### src/rtl/multibyte_add_sequencer.sv
// Multi-byte adder front end: feeds an 8-bit ripple-carry adder one byte per clock,
// LSB first, chaining the carry through a register and collecting sum, carry and flags.

module ripple_carry_adder (
    input  logic [7:0] ina,
    input  logic [7:0] inb,
    input  logic       inc,
    output logic [7:0] out,
    output logic       outc
);
    logic [8:0] c;

    always_comb begin
        c    = '0;
        out  = '0;
        c[0] = inc;
        for (int i = 0; i < 8; i++) begin
            out[i]   = ina[i] ^ inb[i] ^ c[i];
            c[i + 1] = (ina[i] & inb[i]) | (c[i] & (ina[i] ^ inb[i]));
        end
        outc = c[8];
    end
endmodule

module multibyte_add_sequencer #(
    parameter int WORDS = 2
) (
    input  logic                 clk,
    input  logic                 rst_n,
    input  logic                 start,
    input  logic [8*WORDS-1:0]   op_a,
    input  logic [8*WORDS-1:0]   op_b,
    input  logic                 carry_in,
    output logic                 busy,
    output logic                 done,
    output logic [8*WORDS-1:0]   result,
    output logic                 carry_out,
    output logic                 zero,
    output logic                 overflow
);
    localparam int W = 8 * WORDS;
    localparam logic [1:0] IDX_LAST = 2'(WORDS - 1);

    typedef enum logic [1:0] {IDLE, ADD, DONE} state_t;

    state_t         state;
    logic [W-1:0]   a_reg;
    logic [W-1:0]   b_reg;
    logic           chain;
    logic [1:0]     idx;
    logic [4:0]     sel;
    logic [7:0]     a_byte;
    logic [7:0]     b_byte;
    logic [7:0]     sum;
    logic           sum_c;
    logic [W-1:0]   next_result;
    logic           accept;

    assign sel    = {idx, 3'b000};
    assign a_byte = a_reg[sel +: 8];
    assign b_byte = b_reg[sel +: 8];
    assign accept = start && (state == IDLE || state == DONE);

    ripple_carry_adder u_adder (a_byte, b_byte, chain, sum, sum_c);

    // Result as it will look once the current byte lands; zero flag needs the incoming byte.
    always_comb begin
        next_result            = result;
        next_result[sel +: 8]  = sum;
    end

    // Operand capture is pure data and carries no reset.
    always_ff @(posedge clk) begin
        if (accept) begin
            a_reg <= op_a;
            b_reg <= op_b;
        end
    end

    always_ff @(posedge clk or negedge rst_n) begin
        if (!rst_n) begin
            state     <= IDLE;
            busy      <= 1'b0;
            done      <= 1'b0;
            idx       <= '0;
            chain     <= 1'b0;
            result    <= '0;
            carry_out <= 1'b0;
            zero      <= 1'b0;
            overflow  <= 1'b0;
        end else begin
            case (state)
                IDLE, DONE: begin
                    done <= 1'b0;
                    if (start) begin
                        chain <= carry_in;
                        idx   <= '0;
                        busy  <= 1'b1;
                        state <= ADD;
                    end else begin
                        state <= IDLE;
                    end
                end
                ADD: begin
                    result <= next_result;
                    chain  <= sum_c;
                    idx    <= idx + 2'd1;
                    if (idx == IDX_LAST) begin
                        carry_out <= sum_c;
                        zero      <= (next_result == '0);
                        overflow  <= (a_reg[W-1] == b_reg[W-1]) && (sum[7] != a_reg[W-1]);
                        busy      <= 1'b0;
                        done      <= 1'b1;
                        state     <= DONE;
                    end
                end
                default: state <= IDLE;
            endcase
        end
    end
endmodule

### config.mk
export PLATFORM = sky130hd
export DESIGN_NAME = multibyte_add_sequencer
export DESIGN_NICKNAME = d
export VERILOG_FILES = /design/src/rtl/multibyte_add_sequencer.sv
export SDC_FILE = /design/constraint.sdc
export NUM_CORES = 1
export LEC_CHECK = 0
export BUFFER_PORTS_ARGS = -buffer_cell sky130_fd_sc_hd__buf_2
export CAP_MARGIN = 20
export CORE_UTILIZATION = 50
export DETAILED_ROUTE_END_ITERATION = 10
export PLACE_DENSITY = 0.76
export REMOVE_ABC_BUFFERS = 1
export SLEW_MARGIN = 25
export SYNTH_ARGS = -nofsm -noshare
export SYNTH_HDL_FRONTEND = slang
export SYNTH_SLANG_ARGS = --single-unit
### constraint.sdc
create_clock -name clk -period 11.97 [get_ports clk]
set_input_delay 2.394 -clock clk [delete_from_list [all_inputs] [get_ports clk]]
set_output_delay 2.394 -clock clk [all_outputs]
set_load 0.02 [all_outputs]
Word-level counts from Yosys, hierarchy flattened
Index checks and enable logic that the tools add are counted.

operators by class
  add/subtract/negate cells = 2
  equal/unequal tests = 7
  shift operators = 4
  multiplexer cells = 13
  bitwise operators = 40
  reduce and logical (&&, ||, !) cells = 11

operators with widths
  kind                                                   count
  indexed part select 16 x 6 -> 8 bit                    2
  AND 1 bit                                              16
  bitwise mux 16 bit                                     1
  zero test 16 bit                                       1
  variable shift 8 x 7 -> 16 bit (first input constant)  1
  indexed part select 8 x 7 -> 16 bit                    1
  XOR 1 bit                                              16
  OR 1 bit                                               8
  case mux 2 bit (2 select lines)                        2
  negation 5 -> 7 bit                                    1
  case mux 1 bit (2 select lines)                        3
  AND reduction 2 bit                                    3
  two-way mux 1 bit                                      5
  equality test 2 x 1 -> 1 bit (second input constant)   2
  two-way mux 2 bit                                      2
  inequality test 2 bit (second input constant)          2
  AND reduction 3 bit                                    1
  adder 2 x 1 -> 2 bit (second input constant)           1
  equality test 2 bit (second input constant)            1
  logical AND 1 bit                                      2
  zero test 2 bit                                        1
  nonzero test 2 bit                                     1
  OR reduction 2 bit                                     1
  equality test 1 bit                                    1
  2 further kinds                                        2

storage, ports and cells
  register bits after elaboration = 58
  input port bits = 36
  output and inout port bits = 21

Depth between registers and ports, before layout
Gate-level depths: netlist (run 1).

  depth in word-level cells = 20
  depth in mapped cells = 18
  gate-level depth less buffers = 16

By module
Synthesis (run 1) repeated with hierarchy kept, for this count alone.

unflattened totals
  cells, all modules = 201
  area total of the unflattened synthesis = 2,580.0 µm²

by module, submodules not included
  module                   times used  cells an instance  area an instance (µm²)  sequential area each (µm²)
  multibyte_add_sequencer  1           183                2,382.3                 1,611.5
  ripple_carry_adder       1           18                 197.7                   0.0

Worst setup path before layout (run 1)
OpenSTA, ideal clock, no wires.

  path type = register to register
  start point = register idx[0]
  end point = register zero
  arrival = 4.352 ns
  slack = 7.551 ns
  stages on the path, launching flop included = 19
  buffers on the path = 2
  period minus slack after synthesis = 4.419 ns
  path through = dfrtp_1 > buf_2 > buf_4 > mux2i_1 > nor2_1 > fa_1 > fa_1 > fa_1 > inv_1 > fa_1 > fa_1 > fa_1 > fa_1 > inv_1 > fa_1 > and4bb_2 > nand4_1 > a41oi_1 > a32o_1

on the way
  word-level cells in the longest chain between the ends = 20
  elaborated cells on any way between the ends = 46
  those cells by class = add/sub: 1; eq/ne: 1; shift: 4; mux: 1; bitwise: 37; reduce/logical: 2

ends and longest elaborated chain
  what                                                           RTL line  source
  from (decl)                                                    50        logic [1:0] idx;
  from (signal assigned)                                         107       idx <= idx + 2'd1;
  indexed part select 16 x 6 -> 8 bit, on equally long branches  60, 61
  XOR 1 bit                                                      18, 19
  AND 1 bit                                                      19        c[i + 1] = (ina[i] & inb[i]) | (c[i] & (ina[i] ^ inb[i]));
  OR 1 bit                                                       19
  AND 1 bit                                                      19
  OR 1 bit                                                       19
  AND 1 bit                                                      19
  OR 1 bit                                                       19
  [4 not listed]                                                 -
  AND 1 bit                                                      19
  OR 1 bit                                                       19
  AND 1 bit                                                      19
  OR 1 bit                                                       19
  XOR 1 bit                                                      18        out[i] = ina[i] ^ inb[i] ^ c[i];
  indexed part select 8 x 7 -> 16 bit                            69        next_result[sel +: 8] = sum;
  bitwise mux 16 bit                                             69
  zero test 16 bit                                               110       zero <= (next_result == '0);
  to (signal assigned)                                           110
  to (decl)                                                      38        output logic zero,

Several ways; a longest one is shown, not always the timed one.
A chain may end at the register's enable or synchronous reset.

Final worst setup path (run 1)
Ends and elaborated chain as after synthesis.

==> results of run 1 <==
## power groups by stage
stage / Combinational (mW) / Clock, mW / Sequential, mW
finish: 0.351 / 0.156 / 0.303
global route: 0.392 / 0.168 / 0.310
CTS: 0.354 / 0.160 / 0.304
detailed placement: 0.353 / 0 / 0.308
global placement: 0.344 / 0 / 0.307
floorplan: 0.229 / 0 / 0.320
## cell families (layout without fill, tap and decap cells)
logic type,count (synthesis),in the layout,synth area share
AO/OA/AOI/OAI,30,30,0.08338
adder cells (fa/ha/maj),12,12,0.08288
buffers and inverters,10,78,0.01825
flip-flops,58,58,0.6354
multiplexers,18,18,0.07548
AND/OR/NAND/NOR,55,55,0.1046
## worst max path at each step
stage / from / endpoint / depth (start not counted)
after global placement: idx[0] / zero / 16
after global routing: idx[0] / zero / 16
after detailed placement: idx[0] / zero / 16
after floorplan: idx[0] / zero / 16
final: idx[0] / zero / 16
after CTS: idx[0] / zero / 16
## per-layer routing
layer / GRT usage / routed length (um)
met2: 0.3025 / 2120
met5: 0 / 0
met1: 0.2328 / 1998
met3: 0.05663 / 259
met4: 0.1133 / 97
## layout make-up
cell class	instances	share of cell area
clock inverter	3	0.004922
inverter	6	0.007383
multi-input combinational	115	0.2879
sequential	58	0.5283
clock buffer	13	0.05209
tap	67	0.02748
timing repair buffer	56	0.09188
## layout by cell type, fill, tap and decap left out, types with 2 or more instances in the layout
master / count
buf_2: 56
edfxtp_1: 32
dfrtp_1: 26
nand2_1: 25
nor2_1: 14
clkbuf_8: 11
mux2i_1: 9
mux2_2: 9
a22o_1: 9
o21ai_0: 9
fa_1: 8
inv_1: 4
o21ai_2: 4
a21oi_1: 4
nor4_1: 4
ha_1: 4
clkinv_2: 3
nand4_1: 2
nand2b_1: 2
clkbuf_1: 2
## worst reg2reg max path, cell delays in order, from the launching register on
cell and delay, ns:
dfrtp_1 0.95, mux2i_1 0.18, nor2_1 0.16, fa_1 0.21, fa_1 0.19, fa_1 0.16, inv_1 0.05, fa_1 0.39
fa_1 0.39, fa_1 0.39, fa_1 0.37, inv_1 0.08, fa_1 0.48, and4bb_2 0.34, nand4_1 0.11, a41oi_1 0.24
a32o_1 0.19
## per-stage QoR
step | instance area [sq um] | setup slack [ns] | hold WS, ns | cells
after global routing | 3050 | 6.673 | 0.5196 | 318
after detailed placement | 2877 | 7.067 | 0.4732 | 302
after global placement | 2877 | 7.194 | 0.4575 | 302
after CTS | 3050 | 7.047 | 0.4895 | 318
after floorplan | 2512 | 7.480 | 0.4926 | 179
final | 3050 | 7.031 | 0.4859 | 318
==> impl_metrics.toml, run 1 <==
[synthesis]
yosys_register_bits = 58
synth_edf_count = 32
synth_top_cells_by_count = "edfxtp_1 (32), dfrtp_1 (26), nand2_1 (25), nor2_1 (14)"
async_flop_share = 0.4483
syn_inst = 183
ys_seq_area_frac = 0.6354
synth_most_common_cell = "edfxtp_1"
synth_top_cells_by_area = "edfxtp_1 (38%), dfrtp_1 (26%), fa_1 (6.3%)"
synth_cell_type_count = 32
synth_top_area_share = 0.3789
synth_flop_cell = "edfxtp_1"
synth.avg_cell_area_sq_um = 13.86
ys_warn_count = 0
synth_area_sq_um = 2536
yosys.area.top_type = "edfxtp_1"

[power]
sequentialPowerShare = 0.374
pwr-share-comb = 0.433
p_int_mw = 0.4901
p_total_mw = 0.8094
pwr-share-clk = 0.192
p_switching_mw = 0.3193
powerDensity_nw_per_um2 = 265.3
leakagePower_nw = 1.375
ir_worst_vdd_mv = 0.1208
p_sw_frac = 0.3945

[hold_path]
hp-start = "done"
hold_path_class = "register to register"
hold_depth = 2
worstHoldEndpoint = "done"

[global_routing]
grt_overflow_total = 0
grt_first_pass_wirelength_mm = 7.341
grt_pass1_vias = 1661
antenna_found_initial = 0
grt_max_degree = 34
track_usage = 0.1914

[cells_and_area]
layout.nets = 294
syn_to_final_growth_pct = 20.28
num-fill-cells = 398
post-route-util = 0.6332
drive_above_1_share = 0.3506
regArea_sq_um = 1612
n_antenna_cell = 0
multiInputGateArea_sq_um = 878.3

[worst_setup_path]
reg2reg_to = "zero"
r2r_cells = 16
cp.arrival_ns = 5.20
worstPathRequired_ns = 12.24
cp_num_buf_inv = 2
critPathMaxFanout = 23
critical_path_class = "register to register"
cp_common_cell = "fa_1"
r2r_setup_slack_ns = 7.03
path_cells = "mux2i_1 > nor2_1 > fa_1 > fa_1 > fa_1 > inv_1 > fa_1 > fa_1 > fa_1 > fa_1 > inv_1 > fa_1 > and4bb_2 > nand4_1 > a41oi_1 > a32o_1"
endpoint_kind = "register"
r2r-start = "idx[0]"
cp_top_family = "adder cells"
slowest_stage = "dfrtp_1"
worstSetupStartpointType = "register"
max_stage_delay_ns = 0.95

[die]
die_y_um = 73.22
initial_utilization = 0.5265
die-area_sq_um = 5361
die_w_um = 73.22
io_pins = 57
fp-row-count = 25
coreArea_sq_um = 4817

[clocking]
numClockSinks = 58
cts_setup_buffers = 0
cts_hold_buf = 0
cts_max_path_buffers = 2
cts-root-buf = "clkbuf_8"
clk-insertion-delay-late_ns = 0.33
htreeDepth = 3
path_clk_slew_ns = 0.06
tritoncts = "done"
cts_resized = 0
cts_buffers = 9

[sta]
hold_violations = 0
tightest_slew_ns = 0.9205
min_period_ns = 4.939
fin_tns_setup_ns = 0
setup_violations = 0
fin_crit_sh = 0.4127
finClkSkew_ns = 0.006239
fmax_mhz = 202.5
relSlewSlack = 0.3863
maxSlewViolCount = 0
rsz0062_at_grt = "no"

[routing]
drt_iter0_drc = 125
num_vias = 1627
route.detailed.drc = 0
first_pass_iters = 4
wl_per_cell_um = 14.07
ant_nets = 0
via_per_inst = 5.116
drt_wl_total_mm = 4.475

[placed_design]
gp_congestion = 0.9168
place_hpwl_mm = 3.251
io_buffer_count = 56

[run]
maxCapViolCount = 0

[status]
outcome = "completed"
Power figures use the tool's default switching activity.
==> run 2, diff against run 1 <==
ABC_AREA = 1   (was unset)
CORE_UTILIZATION = 49   (was 50)
PLACE_DENSITY = 0.77   (was 0.76)
clock period = 4.3 ns   (was 11.97 ns; I/O delays follow)
==> run 2 against run 1 <==
Sequential cell count unchanged. Global-route usage up 1.1 points. Utilization down 1.1 points. Clock skew up 0.0016 ns. Worst hold slack worse by 0.013 ns. Via count up 26%. Die area up 8.4%. Cell area up 6.1%. Sequential power rose to 2.9 times the previous value. Critical path type unchanged. Critical endpoint unchanged. Largest power group unchanged.
==> impl_metrics.toml, run 2 <==
[sta]
tightest_slew_ns = 0.6286
fin_tns_setup_ns = 0
rsz0062_at_grt = "no"
hold_violations = 0
fmax_mhz = 248.7
maxSlewViolCount = 0
fin_crit_sh = 0.9352
setup_violations = 0
relSlewSlack = 0.5803
min_period_ns = 4.021
finClkSkew_ns = 0.007841

[hold_path]
hold_depth = 2
hp-start = "busy"
hold_path_class = "register to register"
worstHoldEndpoint = "busy"

[clocking]
cts_buffers = 9
cts_max_path_buffers = 2
path_clk_slew_ns = 0.06
clk-insertion-delay-late_ns = 0.34
htreeDepth = 3
numClockSinks = 58
cts-root-buf = "clkbuf_8"
tritoncts = "done"

[routing]
num_vias = 2042
ant_nets = 0
wl_per_cell_um = 12.59
route.detailed.drc = 0
drt_iter0_drc = 157
via_per_inst = 4.932
drt_wl_total_mm = 5.213
wl_met2_mm = 2.380
first_pass_iters = 5
drt-met1-wl_mm = 2.416
wl_met3_um = 300
top_layer_used = "met4"

[worst_setup_path]
critical_path_class = "register to register"
worstSetupStartpointType = "register"
critPathMaxFanout = 7
cp.arrival_ns = 4.30
worstPathRequired_ns = 4.58
endpoint_kind = "register"
reg2reg_to = "zero"
r2r-start = "idx[0]"
r2r_cells = 20
r2r_setup_slack_ns = 0.28

[synthesis]
syn_inst = 274
synth_top_cells_by_count = "nand2_1 (61), nor2_1 (49), edfxtp_1 (32), dfrtp_1 (26), o21ai_0 (25)"
synth_cell_type_count = 20
synth_flop_cell = "edfxtp_1"
synth_edf_count = 32
synth_top_cells_by_area = "edfxtp_1 (36%), dfrtp_1 (24%), nand2_1 (8.5%)"
ys_warn_count = 0
synth_top_area_share = 0.3559
synth_area_sq_um = 2700
synth.avg_cell_area_sq_um = 9.854
synth_most_common_cell = "nand2_1"
yosys_register_bits = 58
async_flop_share = 0.4483
yosys.area.top_type = "edfxtp_1"
ys_seq_area_frac = 0.5968

[die]
die_w_um = 76.23
die_y_um = 76.23
io_pins = 57
fp-row-count = 26
die-area_sq_um = 5811
coreArea_sq_um = 5205
initial_utilization = 0.5188

[placed_design]
place_hpwl_mm = 3.783
gp_congestion = 0.8561
io_buffer_count = 56

[cells_and_area]
layout.nets = 387
regArea_sq_um = 1614
drive_above_1_share = 0.2500
n_antenna_cell = 0
final_common_cell = "nand2_1"
final_cell_mix = "nand2_1 (61), buf_2 (56), nor2_1 (49)"
num-fill-cells = 466
multiInputGateArea_sq_um = 954.7
post-route-util = 0.6219
syn_to_final_growth_pct = 19.88

[global_routing]
grt_max_degree = 33
grt_overflow_total = 0
antenna_found_initial = 0
grt_pass1_vias = 1967
track_usage = 0.2026
grt_first_pass_wirelength_mm = 8.901

[status]
outcome = "completed"

[power]
leakagePower_nw = 1.506
ir_worst_vdd_mv = 0.3213
powerDensity_nw_per_um2 = 812.4

[run]
maxCapViolCount = 0
run 2: cells by family (layout without fill, tap and decap cells):
logic type | Yosys count | after routing | share of synthesized area
simple gates | 130 | 130 | 0.1946
buf+inv | 33 | 103 | 0.04958
compound gates | 41 | 41 | 0.08109
flops | 58 | 58 | 0.5968
fa+ha+maj | 12 | 12 | 0.07785
run 2: report_power, final:
part	leakage, nW	switching, mW	internal, mW	total, mW
clock	0.0795	0.206	0.203	0.409
combinational	0.808	0.884	0.466	1.35
sequential	0.618	0.0954	0.775	0.870
run 2: final cells by class:
class,count,share of cell area
repair buffers,61,0.09934
clock inverters,6,0.01044
multi-input cells,183,0.2949
clock buffers,10,0.03943
inverters,26,0.03015
well taps,70,0.02706
flip-flops and latches,58,0.4986
run 2: worst max path at each step:
| stage | startpoint | to |
|---|---|---|
| 6_report | idx[0] | zero |
| 5_1_grt | idx[1] | zero |
| 4_1_cts | idx[1] | zero |
| 3_5_place_dp | idx[1] | zero |
| 3_3_place_gp | idx[1] | zero |
| 2_1_floorplan | idx[0] | zero |
run 2: through the flow:
step	hold WS, ns	instances	total power [mW]	worst slack, ns	cell area (sq um)
floorplan	0.4694	267	1.820	0.2239	2664
global placement	0.4508	397	2.165	0.3169	3062
detailed placement	0.4551	397	2.215	0.2214	3062
CTS	0.4711	413	2.634	0.2013	3223
global route	0.5254	414	2.855	0.006523	3237
finish	0.4727	414	2.629	0.2786	3237
run 2: critical path, stage by stage, from the launching register on:
cell and delay (ns):
dfrtp_2 0.45, inv_2 0.13, nor2_1 0.05, nor2_1 0.14, fa_1 0.20, fa_1 0.19, fa_1 0.17, inv_1 0.05
fa_1 0.37, fa_1 0.39, fa_1 0.39, fa_1 0.36, inv_1 0.09, fa_1 0.46, nand3_1 0.11, nand2_1 0.05
inv_1 0.06, nand2_1 0.05, nor2_1 0.10, nand3_1 0.07, nand2_1 0.06
run 2: layer usage:
layer,vias up,track usage
met1,931,0.2559
met3,15,0.07186
met2,66,0.3054
met4,0,0.1096
li1,1030,-
met5,-,0
run 2: timing repair:
item / 4_1_cts / 5_1_grt
resized for setup: 0 / 3
setup buffers: 0 / 1
hold buffers: 0 / 0
setup endpoints to repair: 0 / 1
==> run 3, diff against run 2 <==
--- a/config.mk
+++ b/config.mk
@@ -13,5 +13,6 @@
 export PLACE_DENSITY = 0.77
 export REMOVE_ABC_BUFFERS = 1
-export SLEW_MARGIN = 25
+export SETUP_SLACK_MARGIN = 0.5
+export SLEW_MARGIN = 20
 export SYNTH_ARGS = -nofsm -noshare
 export SYNTH_HDL_FRONTEND = slang
==> constraint.sdc (replaced) <==
create_clock -name clk -period 4.3 [get_ports clk]
set_input_delay 0.86 -clock clk [delete_from_list [all_inputs] [get_ports clk]]
set_output_delay 0.86 -clock clk [all_outputs]
set_load 0.05 [all_outputs]
==> run 3 against run 2 <==
Power rose by 13%. First-iteration DRC count fell by 13%. Largest power group unchanged. Clock skew fell by 0.00095 ns. Sequential share of layout area decreased by 1.2 points. Clock power about the same. Clock-buffer cell count did not move. Die area did not move. Sequential power increased by 0.7%. Sequential cell count unchanged. Register-to-register slack improved by 0.14 ns. Cell area is 2.6% higher.
==> impl_metrics.toml, run 3 (same netlist as run 2, synthesis figures left out) <==
[routing]
route.detailed.drc = 0
drt_iter0_drc = 136
num_vias = 2080
drt_wl_total_mm = 5.368
wl_per_cell_um = 12.81
via_per_inst = 4.964
ant_nets = 0
first_pass_iters = 4

[power]
p_total_mw = 2.973
ir_worst_vdd_mv = 0.3910
leakagePower_nw = 1.528
powerDensity_nw_per_um2 = 895.6

[global_routing]
grt_overflow_total = 0
grtUsageMet3 = 0.07186
track_usage = 0.2065
globalRouteMet2Util = 0.3144
grt_first_pass_wirelength_mm = 9.101
grt_pass1_vias = 2013
met1_usage = 0.2600
grt_max_degree = 33
antenna_found_initial = 0
grt_most_used_layer = "met2"

[cells_and_area]
final_common_cell = "nand2_1"
final_area_sq_um = 3319
final_cell_mix = "nand2_1 (61), buf_2 (56), nor2_1 (45)"
drive_above_1_share = 0.3066
layout.nets = 392
post-route-util = 0.6377
n_antenna_cell = 0
syn_to_final_growth_pct = 22.94
instances_no_fill = 419

[worst_setup_path]
cp_top_family = "adder cells"
max_stage_delay_ns = 0.47
critical_path_class = "register to register"
r2r_setup_slack_ns = 0.42
worstSetupStartpointType = "register"
r2r-start = "idx[0]"
r2r_cells = 20
critPathMaxFanout = 7
worstPathRequired_ns = 4.58
cp_num_buf_inv = 4
path_cells = "inv_4 > nor2_2 > nor2_2 > fa_2 > fa_2 > fa_2 > inv_2 > fa_2 > fa_2 > fa_2 > fa_2 > inv_2 > fa_1 > nand3_1 > nand2_1 > inv_2 > nand2_1 > nor2_1 > nand3_1 > nand2_1"
cp.arrival_ns = 4.16
cp_common_cell = "fa_2"
slowest_stage = "dfrtp_2"
reg2reg_to = "zero"
endpoint_kind = "register"

[die]
initial_utilization = 0.5188
fp-row-count = 26
die_w_um = 76.23
die_y_um = 76.23
io_pins = 57
coreArea_sq_um = 5205
die-area_sq_um = 5811

[hold_path]
worstHoldEndpoint = "busy"
hold_depth = 2
hp-start = "busy"
hold_path_class = "register to register"

[clocking]
cts_buffers = 9
clk-insertion-delay-late_ns = 0.34
tritoncts = "done"
cts-root-buf = "clkbuf_8"
htreeDepth = 3
numClockSinks = 58
path_clk_slew_ns = 0.06
cts_max_path_buffers = 2

[sta]
fmax_mhz = 257.7
tightest_slew_ns = 0.6308
rsz0062_at_grt = "yes"
setup_ws_ns = 0.4197
fin_tns_setup_ns = 0
finClkSkew_ns = 0.006895
hold_violations = 0
maxSlewViolCount = 0
whs_ns = 0.4716
min_period_ns = 3.880
setup_violations = 0
relSlewSlack = 0.5789
fin_crit_sh = 0.9024

[placed_design]
place_hpwl_mm = 3.783
dp_cells = 397
gp_congestion = 0.8561
placed_area_sq_um = 3062
io_buffer_count = 56
dp_slack_ns = 0.2214

[run]
maxCapViolCount = 0

[status]
outcome = "completed"
[run 3: cell type report]
type	count	area (sq um)
clock buffer	10	127.6
clock inverter	6	33.78
fill	447	1886
inverter	26	102.6
multi-input combinational	183	987.2
sequential	58	1614
tap	70	87.58
timing repair buffer	66	366.6
[run 3: worst max path at each step]
stage / startpoint / endpoint / slack [ns] / cells past startpoint
2_1_floorplan: idx[0] / zero / 0.22 / 20
3_3_place_gp: idx[1] / zero / 0.32 / 20
3_5_place_dp: idx[1] / zero / 0.22 / 20
4_1_cts: idx[1] / zero / 0.43 / 20
5_1_grt: idx[0] / zero / 0.26 / 20
6_report: idx[0] / zero / 0.42 / 20
[run 3: per-layer routing]
metal / vias to the layer above / wire length (um) / share of wire
li1: 1043 / - / -
met3: 19 / 354 / 0.066
met4: 0 / 143 / 0.027
met5: - / 0 / 0
met1: 944 / 2372 / 0.44
met2: 74 / 2497 / 0.47
[run 3: worst reg2reg max path: stages, from the launching register on]
cell,delay (ns)
dfrtp_2,0.47
inv_4,0.10
nor2_2,0.04
nor2_2,0.14
fa_2,0.23
fa_2,0.21
fa_2,0.19
inv_2,0.04
fa_2,0.33
fa_2,0.35
fa_2,0.35
fa_2,0.34
inv_2,0.06
fa_1,0.45
nand3_1,0.11
nand2_1,0.06
inv_2,0.05
nand2_1,0.04
nor2_1,0.11
nand3_1,0.08
nand2_1,0.06
[run 3: where the power goes]
group	leakage [nW]	internal [mW]	total (mW)	switching, mW
clock network	0.0795	0.203	0.410	0.207
registers	0.618	0.775	0.876	0.101
logic	0.830	0.559	1.69	1.13
total	1.53	1.54	2.97	1.44
[run 3: timing repair]
item | in CTS | in global routing
hold endpoints to repair | 0 | 0
gates resized for setup | 12 | 16
hold buffers | 0 | 0
pin swaps | 6 | 10
setup buffers | 5 | 1
setup endpoints to repair | 4 | 4
